### src/rtl/reg_wb_arbiter_if.sv
// Bus bundle between the two write-back requesters, the reg_file ports and the arbiter.
// The slave modport is the arbiter's view. The master modport is the requester/reg_file side.
interface reg_wb_arbiter_if #(
    parameter int unsigned DATA_W = 32,
    parameter int unsigned ADDR_W = 4,
    parameter int unsigned CNT_W  = 8
);
    logic              hold;
    logic              req0_valid;
    logic [ADDR_W-1:0] req0_addr;
    logic [DATA_W-1:0] req0_data;
    logic              req0_ready;
    logic              req1_valid;
    logic [ADDR_W-1:0] req1_addr;
    logic [DATA_W-1:0] req1_data;
    logic              req1_ready;
    logic              wr_en;
    logic [ADDR_W-1:0] write_addr;
    logic [DATA_W-1:0] write_data;
    logic [DATA_W-1:0] rf_read_data1;
    logic [DATA_W-1:0] rf_read_data2;
    logic [ADDR_W-1:0] read_addr1;
    logic [ADDR_W-1:0] read_addr2;
    logic [DATA_W-1:0] fwd_data1;
    logic [DATA_W-1:0] fwd_data2;
    logic [CNT_W-1:0]  conflict_count;

    modport slave (
        input  hold,
        input  req0_valid, req0_addr, req0_data,
        output req0_ready,
        input  req1_valid, req1_addr, req1_data,
        output req1_ready,
        output wr_en, write_addr, write_data,
        input  rf_read_data1, rf_read_data2, read_addr1, read_addr2,
        output fwd_data1, fwd_data2,
        output conflict_count
    );

    modport master (
        output hold,
        output req0_valid, req0_addr, req0_data,
        input  req0_ready,
        output req1_valid, req1_addr, req1_data,
        input  req1_ready,
        input  wr_en, write_addr, write_data,
        output rf_read_data1, rf_read_data2, read_addr1, read_addr2,
        input  fwd_data1, fwd_data2,
        input  conflict_count
    );
endinterface

### src/rtl/reg_wb_arbiter.sv
// Round-robin arbiter for the single reg_file write port (ALU vs load write-back).
// It registers the granted write for one cycle and forwards in-flight data to both read ports.
module reg_wb_arbiter #(
    parameter int unsigned DATA_W = 32,
    parameter int unsigned ADDR_W = 4,
    parameter int unsigned CNT_W  = 8
) (
    input  logic            clk,
    input  logic            reset_n,
    reg_wb_arbiter_if.slave bus
);
    typedef enum logic {
        GRANT_P0 = 1'b0,
        GRANT_P1 = 1'b1
    } grant_e;

    grant_e            last_grant_q, last_grant_d;
    logic              wr_en_q, wr_en_d;
    logic [ADDR_W-1:0] write_addr_q, write_addr_d;
    logic [DATA_W-1:0] write_data_q, write_data_d;
    logic [CNT_W-1:0]  conflict_q, conflict_d;
    logic              ready0, ready1, xfer0, xfer1;

    always_ff @(posedge clk or negedge reset_n) begin
        if (!reset_n) begin
            last_grant_q <= GRANT_P1;
            wr_en_q      <= 1'b0;
            write_addr_q <= '0;
            write_data_q <= '0;
            conflict_q   <= '0;
        end else begin
            last_grant_q <= last_grant_d;
            wr_en_q      <= wr_en_d;
            write_addr_q <= write_addr_d;
            write_data_q <= write_data_d;
            conflict_q   <= conflict_d;
        end
    end

    // Ready depends only on the other port's valid, so at most one transfer happens per cycle.
    always_comb begin
        ready0       = !bus.hold && (!bus.req1_valid || last_grant_q == GRANT_P1);
        ready1       = !bus.hold && (!bus.req0_valid || last_grant_q == GRANT_P0);
        xfer0        = bus.req0_valid && ready0;
        xfer1        = bus.req1_valid && ready1;
        last_grant_d = last_grant_q;
        wr_en_d      = 1'b0;
        write_addr_d = write_addr_q;
        write_data_d = write_data_q;
        conflict_d   = conflict_q;
        if (xfer0) begin
            last_grant_d = GRANT_P0;
            wr_en_d      = 1'b1;
            write_addr_d = bus.req0_addr;
            write_data_d = bus.req0_data;
        end else if (xfer1) begin
            last_grant_d = GRANT_P1;
            wr_en_d      = 1'b1;
            write_addr_d = bus.req1_addr;
            write_data_d = bus.req1_data;
        end
        if (bus.req0_valid && bus.req1_valid && !bus.hold && conflict_q != '1) begin
            conflict_d = conflict_q + CNT_W'(1);
        end
    end

    assign bus.req0_ready     = ready0;
    assign bus.req1_ready     = ready1;
    assign bus.wr_en          = wr_en_q;
    assign bus.write_addr     = write_addr_q;
    assign bus.write_data     = write_data_q;
    assign bus.conflict_count = conflict_q;

    assign bus.fwd_data1 = (wr_en_q && write_addr_q == bus.read_addr1) ? write_data_q : bus.rf_read_data1;
    assign bus.fwd_data2 = (wr_en_q && write_addr_q == bus.read_addr2) ? write_data_q : bus.rf_read_data2;
endmodule

### src/flat_wrapper.sv
// flat-port wrapper written by rule: the top's interface ports become plain ports
module reg_wb_arbiter_flat 
#(
    parameter int unsigned DATA_W = 32,
    parameter int unsigned ADDR_W = 4,
    parameter int unsigned CNT_W  = 8
)
  (clk, reset_n, bus_hold, bus_req0_valid, bus_req0_addr, bus_req0_data, bus_req0_ready, bus_req1_valid, bus_req1_addr, bus_req1_data, bus_req1_ready, bus_wr_en, bus_write_addr, bus_write_data, bus_rf_read_data1, bus_rf_read_data2, bus_read_addr1, bus_read_addr2, bus_fwd_data1, bus_fwd_data2, bus_conflict_count);
  reg_wb_arbiter_if #(.DATA_W(DATA_W), .ADDR_W(ADDR_W), .CNT_W(CNT_W)) bus_i ();
  input  logic clk;
  input  logic reset_n;
  input wire logic [$bits(bus_i.hold)-1:0] bus_hold;
  input wire logic [$bits(bus_i.req0_valid)-1:0] bus_req0_valid;
  input wire logic [$bits(bus_i.req0_addr)-1:0] bus_req0_addr;
  input wire logic [$bits(bus_i.req0_data)-1:0] bus_req0_data;
  output wire logic [$bits(bus_i.req0_ready)-1:0] bus_req0_ready;
  input wire logic [$bits(bus_i.req1_valid)-1:0] bus_req1_valid;
  input wire logic [$bits(bus_i.req1_addr)-1:0] bus_req1_addr;
  input wire logic [$bits(bus_i.req1_data)-1:0] bus_req1_data;
  output wire logic [$bits(bus_i.req1_ready)-1:0] bus_req1_ready;
  output wire logic [$bits(bus_i.wr_en)-1:0] bus_wr_en;
  output wire logic [$bits(bus_i.write_addr)-1:0] bus_write_addr;
  output wire logic [$bits(bus_i.write_data)-1:0] bus_write_data;
  input wire logic [$bits(bus_i.rf_read_data1)-1:0] bus_rf_read_data1;
  input wire logic [$bits(bus_i.rf_read_data2)-1:0] bus_rf_read_data2;
  input wire logic [$bits(bus_i.read_addr1)-1:0] bus_read_addr1;
  input wire logic [$bits(bus_i.read_addr2)-1:0] bus_read_addr2;
  output wire logic [$bits(bus_i.fwd_data1)-1:0] bus_fwd_data1;
  output wire logic [$bits(bus_i.fwd_data2)-1:0] bus_fwd_data2;
  output wire logic [$bits(bus_i.conflict_count)-1:0] bus_conflict_count;
  assign bus_i.hold = bus_hold;
  assign bus_i.req0_valid = bus_req0_valid;
  assign bus_i.req0_addr = bus_req0_addr;
  assign bus_i.req0_data = bus_req0_data;
  assign bus_req0_ready = bus_i.req0_ready;
  assign bus_i.req1_valid = bus_req1_valid;
  assign bus_i.req1_addr = bus_req1_addr;
  assign bus_i.req1_data = bus_req1_data;
  assign bus_req1_ready = bus_i.req1_ready;
  assign bus_wr_en = bus_i.wr_en;
  assign bus_write_addr = bus_i.write_addr;
  assign bus_write_data = bus_i.write_data;
  assign bus_i.rf_read_data1 = bus_rf_read_data1;
  assign bus_i.rf_read_data2 = bus_rf_read_data2;
  assign bus_i.read_addr1 = bus_read_addr1;
  assign bus_i.read_addr2 = bus_read_addr2;
  assign bus_fwd_data1 = bus_i.fwd_data1;
  assign bus_fwd_data2 = bus_i.fwd_data2;
  assign bus_conflict_count = bus_i.conflict_count;
  reg_wb_arbiter #(.DATA_W(DATA_W), .ADDR_W(ADDR_W), .CNT_W(CNT_W)) u_core (.clk(clk), .reset_n(reset_n), .bus(bus_i));
endmodule
### config.mk
export PLATFORM = sky130hd
export DESIGN_NAME = reg_wb_arbiter_flat
export DESIGN_NICKNAME = d
export VERILOG_FILES = /design/src/rtl/reg_wb_arbiter_if.sv /design/src/rtl/reg_wb_arbiter.sv /design/src/flat_wrapper.sv
export SDC_FILE = /design/constraint.sdc
export NUM_CORES = 1
export LEC_CHECK = 0
export ABC_AREA = 1
export CAP_MARGIN = 20
export CORE_MARGIN = 2
export CORE_UTILIZATION = 31
export CTS_CLUSTER_DIAMETER = 30
export CTS_CLUSTER_SIZE = 12
export DETAILED_ROUTE_END_ITERATION = 6
export GPL_TIMING_DRIVEN = 0
export PLACE_DENSITY = 0.78
export SYNTH_ARGS = -nofsm -noshare
export SYNTH_HDL_FRONTEND = slang
export SYNTH_SLANG_ARGS = --single-unit
### constraint.sdc
create_clock -name clk -period 1.3 [get_ports clk]
set_clock_uncertainty 0.15 [all_clocks]
set_input_delay 0.26 -clock clk [delete_from_list [all_inputs] [get_ports clk]]
set_output_delay 0.26 -clock clk [all_outputs]
set_load 0.01 [all_outputs]
Word-level counts from Yosys, hierarchy flattened --
Cells that the tools add are included.
Storage, ports and cells: flip-flop bits (word level) 46, bits of input ports 149, output and inout bits 111, logic and storage cells 35
Cells by class: add/sub/neg operators 1, eq/ne operators 3, multiplexer cells 10, bitwise logic cells 1, reductions and logical operators 15
Operator list (count):
- 32-bit two-way mux | 4
- 1-bit logical AND | 9
- 8-bit by 1-bit adder with 8-bit output, second input constant | 1
- 4-bit equality test | 2
- 4-bit two-way mux | 2
- 8-bit != test, second input constant | 1
- 1-bit two-way mux | 4
- 1-bit logical NOT | 3
- 1-bit logical OR | 2
- 2-bit nonzero test | 1
- 1-bit inverter | 1

Depth between registers and ports, before layout --
Gate-level depths: netlist of run 1.
depth in word-level cells 6, depth in mapped cells 8, gate-level depth less buffers 8

Worst setup path after synthesis of run 1 --
Ideal clock, no wire load.
kind flip-flop to output port, start register u_core.write_addr_q[3], in the netlist u_core.bus.write_addr[3], end output port bus_fwd_data1[10], arrival time 1.138 ns, required time 0.890 ns, slack -0.248 ns, stages on the path, launching flop included 8, buffers on the path 1, cells stage by stage dfrtp_1 -> nand2_1 -> nand2_1 -> nor2_4 -> nand3_4 -> buf_6 -> nand2_1 -> nand2_1
On the way: word-level cells in the longest chain between the ends 3
Ends and longest elaborated chain:
- from (decl) | line reg_wb_arbiter.sv:19 | logic [ADDR_W-1:0] write_addr_q, write_addr_d;
- from (signal assigned) | line reg_wb_arbiter.sv:34 | write_addr_q <= write_addr_d;
- 4-bit equality test | line reg_wb_arbiter.sv:74 | assign bus.fwd_data1 = (wr_en_q && write_addr_q == bus.read_addr1) ? write_data_q : bus.rf_read_data1;
- 1-bit logical AND | line reg_wb_arbiter.sv:74
- 32-bit two-way mux | line reg_wb_arbiter.sv:74
- to (decl) | line flat_wrapper.sv:28 | output wire logic [$bits(bus_i.fwd_data1)-1:0] bus_fwd_data1;
Every way passes these cells.

Worst setup path in the final report of run 1 --
start register u_core.write_addr_q[1], in the netlist u_core.bus.write_addr[1], end output port bus_fwd_data1[28]
Same word-level chain as after synthesis.

==> metrics, run 1 <==
outcome=finished with violations; failing checks=negative setup slack; worst setup slack after layout=-1020 ps; later-pin clock latency in the skew report=300 ps; total power divided by cell area=933 nW/um^2; io pins=260; Site Rows=38; Initial DRT Pass Iterations=5; endpoint arrival time on the critical path=1910 ps; total standard cell area after synthesis=3390 um^2; count of different cell masters after synthesis=22; Placer Congestion=0.915; DIE AREA=11,800 um^2; initial antenna violation count=0; launch point of the worst reg-to-reg path=u_core.bus.write_addr[1]$_DFFE_PN0P_; number of vias per cell after detailed routing=5.16; number of standard cells in the final layout excluding fillers=1,065; library cell used as clock root buffer=sky130_fd_sc_hd__clkbuf_8; Slew HR=69.7%; worst flop-to-flop path endpoint=u_core.bus.write_addr[1]$_DFFE_PN0P_; wire length of the first global-routing pass=26,100 um; number of pins exceeding their max-slew limit in the final report=0; cell family with the largest share of critical-path delay=buffers and inverters; number of violations reported at the end of detailed-routing iteration 0=185; max cap viols=0; Max clock buf depth=2; IR drop worst, VDD=0.547 mV; most common library cells after synthesis=sky130_fd_sc_hd__nand2_1, sky130_fd_sc_hd__nand4_1, sky130_fd_sc_hd__dfrtp_1; buffers plus inverters on the worst setup path=6; Filler Cell Count=693; post-route cell area=8580 um^2; Yosys Warn Count=0; count of endpoints failing hold in the final timing report=0; clock sink count=46; data required time of the worst path=890 ps; average routed wire per standard cell=18.1 um; Mean Syn Cell Area=6.41 um^2; x dimension of the die=109 um; most frequently used cell type in the post-synthesis netlist=sky130_fd_sc_hd__nand2_1; TritonCTS clock tree=yes; share of the clock period used by the worst path after layout=178%; worst hold-check path type=in2async; vertical extent of the die=109 um; total number of nets in the final design=1,073; share of async-settable or async-resettable flops after synthesis=100%; layout overhead on the synthesized area=153%; count of buffers from port buffering=259; overflow left after global routing=0; cell repeated most along the worst path=sky130_fd_sc_hd__nand2_2; number of cells after detailed placement=929; commonest register cell after synthesis=sky130_fd_sc_hd__dfrtp_1; Post-synth EDFFs=0; half-perimeter wire length after placement=11,500 um; Initial Utilization=31.5%; crit start category=flop; number of global-route vias before repair=5,270; area share of the largest cell type after synthesis=33.2%; register bit count reported by yosys=46; storage element area=1160 um^2; Synth area leader=sky130_fd_sc_hd__dfrtp_1; clock transition at the register clock pins on the worst setup and hold paths after CTS=90 ps; ordered list of cells on the worst path=inv_2 -> nand2_2 -> nand2_2 -> nor2_4 -> buf_12 -> nand3_4 -> buf_12 -> buf_12 -> buf_4 -> nand2_2 -> nand2_2 -> buf_6; Area contributors post-synth=sky130_fd_sc_hd__dfrtp_1, sky130_fd_sc_hd__nand2_1, sky130_fd_sc_hd__nand4_1, sky130_fd_sc_hd__nand3_1, sky130_fd_sc_hd__buf_4; slowest stage cell on the critical path=sky130_fd_sc_hd__dfrtp_1; total global-route track usage=28.3%; Syn Nets=679; DR vias=5,499; area taken by multi-input logic gates=2620 um^2; unrepaired setup endpoints after global routing=yes; maximum number of pins on one net before global-route repair=31; Area after DPL=6390 um^2; Worst Tran Pin Value=455 ps; clock period minus final worst setup slack=2320 ps; number of cells traversed by the worst register-to-register path=15; level count of the clock H-tree=2; share of final-layout standard cells stronger than drive strength 1=50.4%; flop2flop setup slack=-1010 ps; Leakage=4.14 nW; Core Region=10,700 um^2; CTS buffer count=5; remaining number of nets flagged by the antenna check after routing=0; upper clock frequency limit=0.432 GHz; # setup viols final=141; gate count after technology mapping=529; number of design rule violations left after detail routing=0; category of the worst setup path capture point=output pin; sequential share of the synthesized area=34.0%; maximum fanout encountered on the critical timing path=8; Crit path largest cell delay=430 ps; critical path type=reg2out; wire length reported by the detailed router=19,300 um
==> stage by stage <==
stage | setup TNS, ps | setup slack, ps | hold WS, ps | power (mW) | util [%]
floorplan | -16240 | -241 | -186 | 3.37 | -
global placement | -168050 | -1660 | 340 | 5.06 | 59.3
detailed placement | -102400 | -1290 | 69.1 | 5.14 | 59.4
CTS | -68990 | -1050 | 285 | 7.25 | 72.5
global route | -82590 | -1090 | 327 | 8.40 | 79.8
finish | -73640 | -1020 | 298 | 8.01 | 79.9
==> how the worst max path moves through the flow <==
stage | startpoint | end | slack [ps] | cells after the start
6_report | u_core.bus.write_addr[1]$_DFFE_PN0P_ | bus_fwd_data1[28] | -1020 | 12
2_1_floorplan | u_core.bus.write_addr[2]$_DFFE_PN0P_ | bus_fwd_data2[21] | -240 | 7
3_5_place_dp | bus_read_addr2[3] | bus_fwd_data2[28] | -1290 | 9
3_3_place_gp | reset_n | u_core.bus.conflict_count[1]$_DFFE_PN0P_ | -1660 | 1
5_1_grt | u_core.bus.write_addr[1]$_DFFE_PN0P_ | bus_fwd_data1[28] | -1090 | 12
4_1_cts | u_core.bus.write_addr[2]$_DFFE_PN0P_ | bus_fwd_data2[30] | -1050 | 10
==> cell usage in the layout, fill, tap and decap left out, types with 25 or more instances in the layout <==
| master | Yosys | final |
|---|---|---|
| sky130_fd_sc_hd__buf_2 | 15 | 25 |
| sky130_fd_sc_hd__nand2_4 | 0 | 52 |
| sky130_fd_sc_hd__buf_4 | 12 | 53 |
| sky130_fd_sc_hd__nand2_1 | 285 | 138 |
| sky130_fd_sc_hd__nand3_1 | 35 | 30 |
| sky130_fd_sc_hd__clkdlybuf4s50_1 | 0 | 143 |
| sky130_fd_sc_hd__nand2_2 | 2 | 95 |
| sky130_fd_sc_hd__nand4_1 | 65 | 65 |
| sky130_fd_sc_hd__dfrtp_1 | 45 | 41 |
| sky130_fd_sc_hd__buf_6 | 6 | 168 |
==> area by class of cell <==
class / instances / area share [%]
repair buffers: 390 / 47.3
multi-input cells: 419 / 30.6
flip-flops and latches: 46 / 13.5
plain buffers: 30 / 3.94
well taps: 140 / 2.04
inverters: 31 / 1.59
clock buffers: 7 / 1.01
clock inverters: 1 / 0.0583
diodes: 1 / 0.0292
==> flip-flops by register name (all words and copies together), names as in the netlist <==
name / count
u_core.bus.write_data: 32
u_core.bus.conflict_count: 8
u_core.bus.write_addr: 4
u_core.bus.wr_en: 1
u_core.last_grant_q: 1
==> power by group <==
group / internal [mW] / switching (mW) / total (mW)
Sequential: 1.71 / 0.284 / 2.00
Combinational: 2.85 / 2.23 / 5.07
Clock: 0.431 / 0.508 / 0.938
==> cell families (layout without fill, tap and decap cells) <==
family	Yosys count	in the layout	share of synthesized area, %
buf+inv	64	459	10.3
xor+xnor	2	2	0.517
compound gates	9	9	1.62
flops	46	46	34.0
fa+ha+maj	1	1	0.369
simple gates	407	407	53.2
other cells	0	1	0
==> metal layers <==
metal	track usage (%)	up-vias	part of all wire (%)
li1	-	2520	-
met1	32.5	2624	35
met2	51.9	304	54
met3	5.30	51	7.4
met4	10.1	0	3.5
met5	0	-	0
==> what timing repair did <==
action / 4_1_cts / 5_1_grt
pin swaps: 21 / 27
resized for setup: 632 / 183
hold endpoints to repair: 16 / 0
endpoints found under the setup margin: 152 / 149
cloned: 5 / 6
hold buffers: 1 / 0
setup buffers: 99 / 33
(Power assumes the default switching activity.)
==> run 2: changes to the inputs <==
- CAP_MARGIN: 20 -> 15
- clock period: 1.3 -> 2 ns (I/O delays scaled with it)
==> run 2 against run 1 <==
Against the previous run: the flow still finishes with violations (negative setup slack); die area stayed put; global-route usage is 5.1 points lower; final area is 23% lower; count of clock-buffer cells in the layout stayed put; first-iteration DRC count is 7.6% lower; cell count is 9.3% lower; critical path depth is 2 lower; setup slack better by 690 ps; clock power is 38% lower; highest routed layer unchanged.
==> metrics, run 2 (synthesis gave the netlist of run 1 again) <==
max FFs per register=32 (unchanged); # setup viols final=64 (-55%); critical path type=reg2out; number of global-route vias before repair=4,541 (-14%); highest-count cells in the layout ignoring fill and taps=sky130_fd_sc_hd__nand2_1, sky130_fd_sc_hd__clkdlybuf4s50_1, sky130_fd_sc_hd__nand2_2; x dimension of the die=109 um (unchanged); cell family with the largest share of critical-path delay=buffers and inverters; TritonCTS clock tree=yes; CTS buffer count=5 (unchanged); number of violations reported at the end of detailed-routing iteration 0=171 (-7.6%); flop2flop setup slack=400 ps (+1410 ps); worst setup path startpoint=u_core.bus.write_addr[0]$_DFFE_PN0P_; share of final-layout standard cells stronger than drive strength 1=29.2% (-21 points); DIE AREA=11,800 um^2 (unchanged); maximum fanout encountered on the critical timing path=7 (-1); data required time of the worst path=1450 ps (+560 ps); total power divided by cell area=602 nW/um^2 (-36%); Placer Congestion=0.851 (-7.1%); wire length reported by the detailed router=14,700 um (-24%); Slew HR=68.0% (-1.7 points); worst hold path depth=2; number of cells after detailed placement=929 (unchanged); max cap viols=0 (unchanged); wire length of the first global-routing pass=21,700 um (-17%); number of pins exceeding their max-slew limit in the final report=0 (unchanged); post-route cell area=6620 um^2 (-23%); CP Capture Point=bus_fwd_data2[26]; level count of the clock H-tree=2 (unchanged); fin util=61.6% (-18 points); number of standard cells in the final layout excluding fillers=966 (-9.3%); vertical extent of the die=109 um (unchanged); average routed wire per standard cell=15.2 um (-16%); cell repeated most along the worst path=sky130_fd_sc_hd__buf_6; slowest stage cell on the critical path=sky130_fd_sc_hd__dfrtp_1; Area after DPL=6170 um^2 (-3.4%); clock period minus final worst setup slack=2330 ps; worst hold-check path type=reg2reg; Crit path largest cell delay=410 ps (-20 ps); Ant. Diodes=0 (-1); area taken by multi-input logic gates=2130 um^2 (-19%); number of vias per cell after detailed routing=4.87 (-5.6%); number of design rule violations left after detail routing=0 (unchanged); final total power=3.98 mW (-50%); Worst Tran Pin Value=480 ps (+25.4 ps); Max clock buf depth=2 (unchanged); half-perimeter wire length after placement=11,100 um (-3.7%); IR drop worst, VDD=0.696 mV (+27%); Leakage=3.19 nW (-23%); category of the worst setup path capture point=output pin; Filler Cell Count=977 (+41%); Site Rows=38 (unchanged); Core Region=10,700 um^2 (unchanged); clock transition at the register clock pins on the worst setup and hold paths after CTS=90 ps (about the same); share of the clock period used by the worst path after layout=116%; leading cell type in the layout, fill and taps excluded=sky130_fd_sc_hd__nand2_1; outcome=finished with violations; later-pin clock latency in the skew report=290 ps (about the same); failing checks=negative setup slack; io pins=260 (unchanged); number of cells traversed by the worst register-to-register path=8 (-7); layout overhead on the synthesized area=95.4%; worst setup slack after layout=-327 ps (+690 ps); ordered list of cells on the worst path=inv_2 -> buf_6 -> nor2_2 -> nor2_4 -> buf_12 -> nand3_4 -> buf_6 -> nand2_2 -> nand2_1 -> buf_2; total global-route track usage=23.2% (-5.1 points); unrepaired setup endpoints after global routing=yes; maximum number of pins on one net before global-route repair=28 (-9.7%); Initial Utilization=31.5% (unchanged); total number of nets in the final design=975 (-9.1%); endpoint arrival time on the critical path=1780 ps (-130 ps); clock sink count=46 (unchanged); upper clock frequency limit=0.430 GHz; launch point of the worst reg-to-reg path=u_core.last_grant_q$_DFFE_PN1P_; initial antenna violation count=0 (unchanged); Initial DRT Pass Iterations=4 (-1); overflow left after global routing=0 (unchanged); count of buffers from port buffering=259 (unchanged); DR vias=4,708 (-14%); remaining number of nets flagged by the antenna check after routing=0 (unchanged); count of endpoints failing hold in the final timing report=0 (unchanged); crit start category=flop; WP depth=10 (-2); worst flop-to-flop path endpoint=u_core.bus.write_data[7]$_DFFE_PN0P_; storage element area=1150 um^2 (-0.43%); buffers plus inverters on the worst setup path=5 (-1); library cell used as clock root buffer=sky130_fd_sc_hd__clkbuf_8
[run 2: routing by layer]
layer	vias to the layer above	GRT usage (%)	wire length, um
li1	2315	-	-
met1	2174	27.3	5630
met2	197	41.7	7760
met3	22	4.58	1060
met4	0	7.97	268
met5	-	0	0
[run 2: what timing repair did]
item / CTS / global route
cloned: 6 / 0
buffers inserted: 23 / 2
pin swaps: 13 / 14
gates resized for setup: 324 / 84
hold buffers: 1 / 0
endpoints found under the setup margin: 66 / 64
endpoints found under the hold margin: 19 / 0
[run 2: worst min path at each step]
stage                                                          end                                  start  slack [ps]
final                              u_core.last_grant_q$_DFFE_PN1P_        u_core.last_grant_q$_DFFE_PN1P_         380
after global placement             u_core.last_grant_q$_DFFE_PN1P_        u_core.last_grant_q$_DFFE_PN1P_         340
after floorplan           u_core.bus.conflict_count[0]$_DFFE_PN0P_                                reset_n         -50
after global routing         u_core.bus.write_data[11]$_DFFE_PN0P_  u_core.bus.write_data[11]$_DFFE_PN0P_         440
after CTS                          u_core.last_grant_q$_DFFE_PN1P_        u_core.last_grant_q$_DFFE_PN1P_         390
after detailed placement  u_core.bus.conflict_count[3]$_DFFE_PN0P_                                reset_n         240
[run 2: where the power goes]
group	switching (mW)	leakage (nW)	internal, mW	total (mW)
combinational	0.969	2.58	1.10	2.07
sequential	0.225	0.561	1.11	1.33
clock	0.302	0.0482	0.279	0.581
[run 2: metrics by stage]
step                hold WS (ps)  setup TNS [ps]  setup slack [ps]
global placement             344          -93610              -915
floorplan                  -45.6               0               312
global route                 440          -24040              -407
CTS                          386          -19180              -389
detailed placement           235          -52030              -929
finish                       382          -18120              -327
[run 2: area by class of cell]
class | count | share of cell area [%]
Timing Repair Buffer | 292 | 40.7
Multi-Input combinational cell | 419 | 32.2
Sequential cell | 46 | 17.4
Buffer | 30 | 3.93
Tap cell | 140 | 2.65
Inverter | 31 | 1.80
Clock buffer | 7 | 1.30
Clock inverter | 1 | 0.0756
[run 2: worst reg2reg max path, cell delays in order, from the launching register on]
cell and delay, ps:
sky130_fd_sc_hd__dfstp_2 540, sky130_fd_sc_hd__inv_1 50, sky130_fd_sc_hd__nand2_1 70, sky130_fd_sc_hd__nand2_1 90, sky130_fd_sc_hd__nand2_2 160, sky130_fd_sc_hd__inv_2 100, sky130_fd_sc_hd__buf_4 180, sky130_fd_sc_hd__nand2_1 70
sky130_fd_sc_hd__nand3_1 80
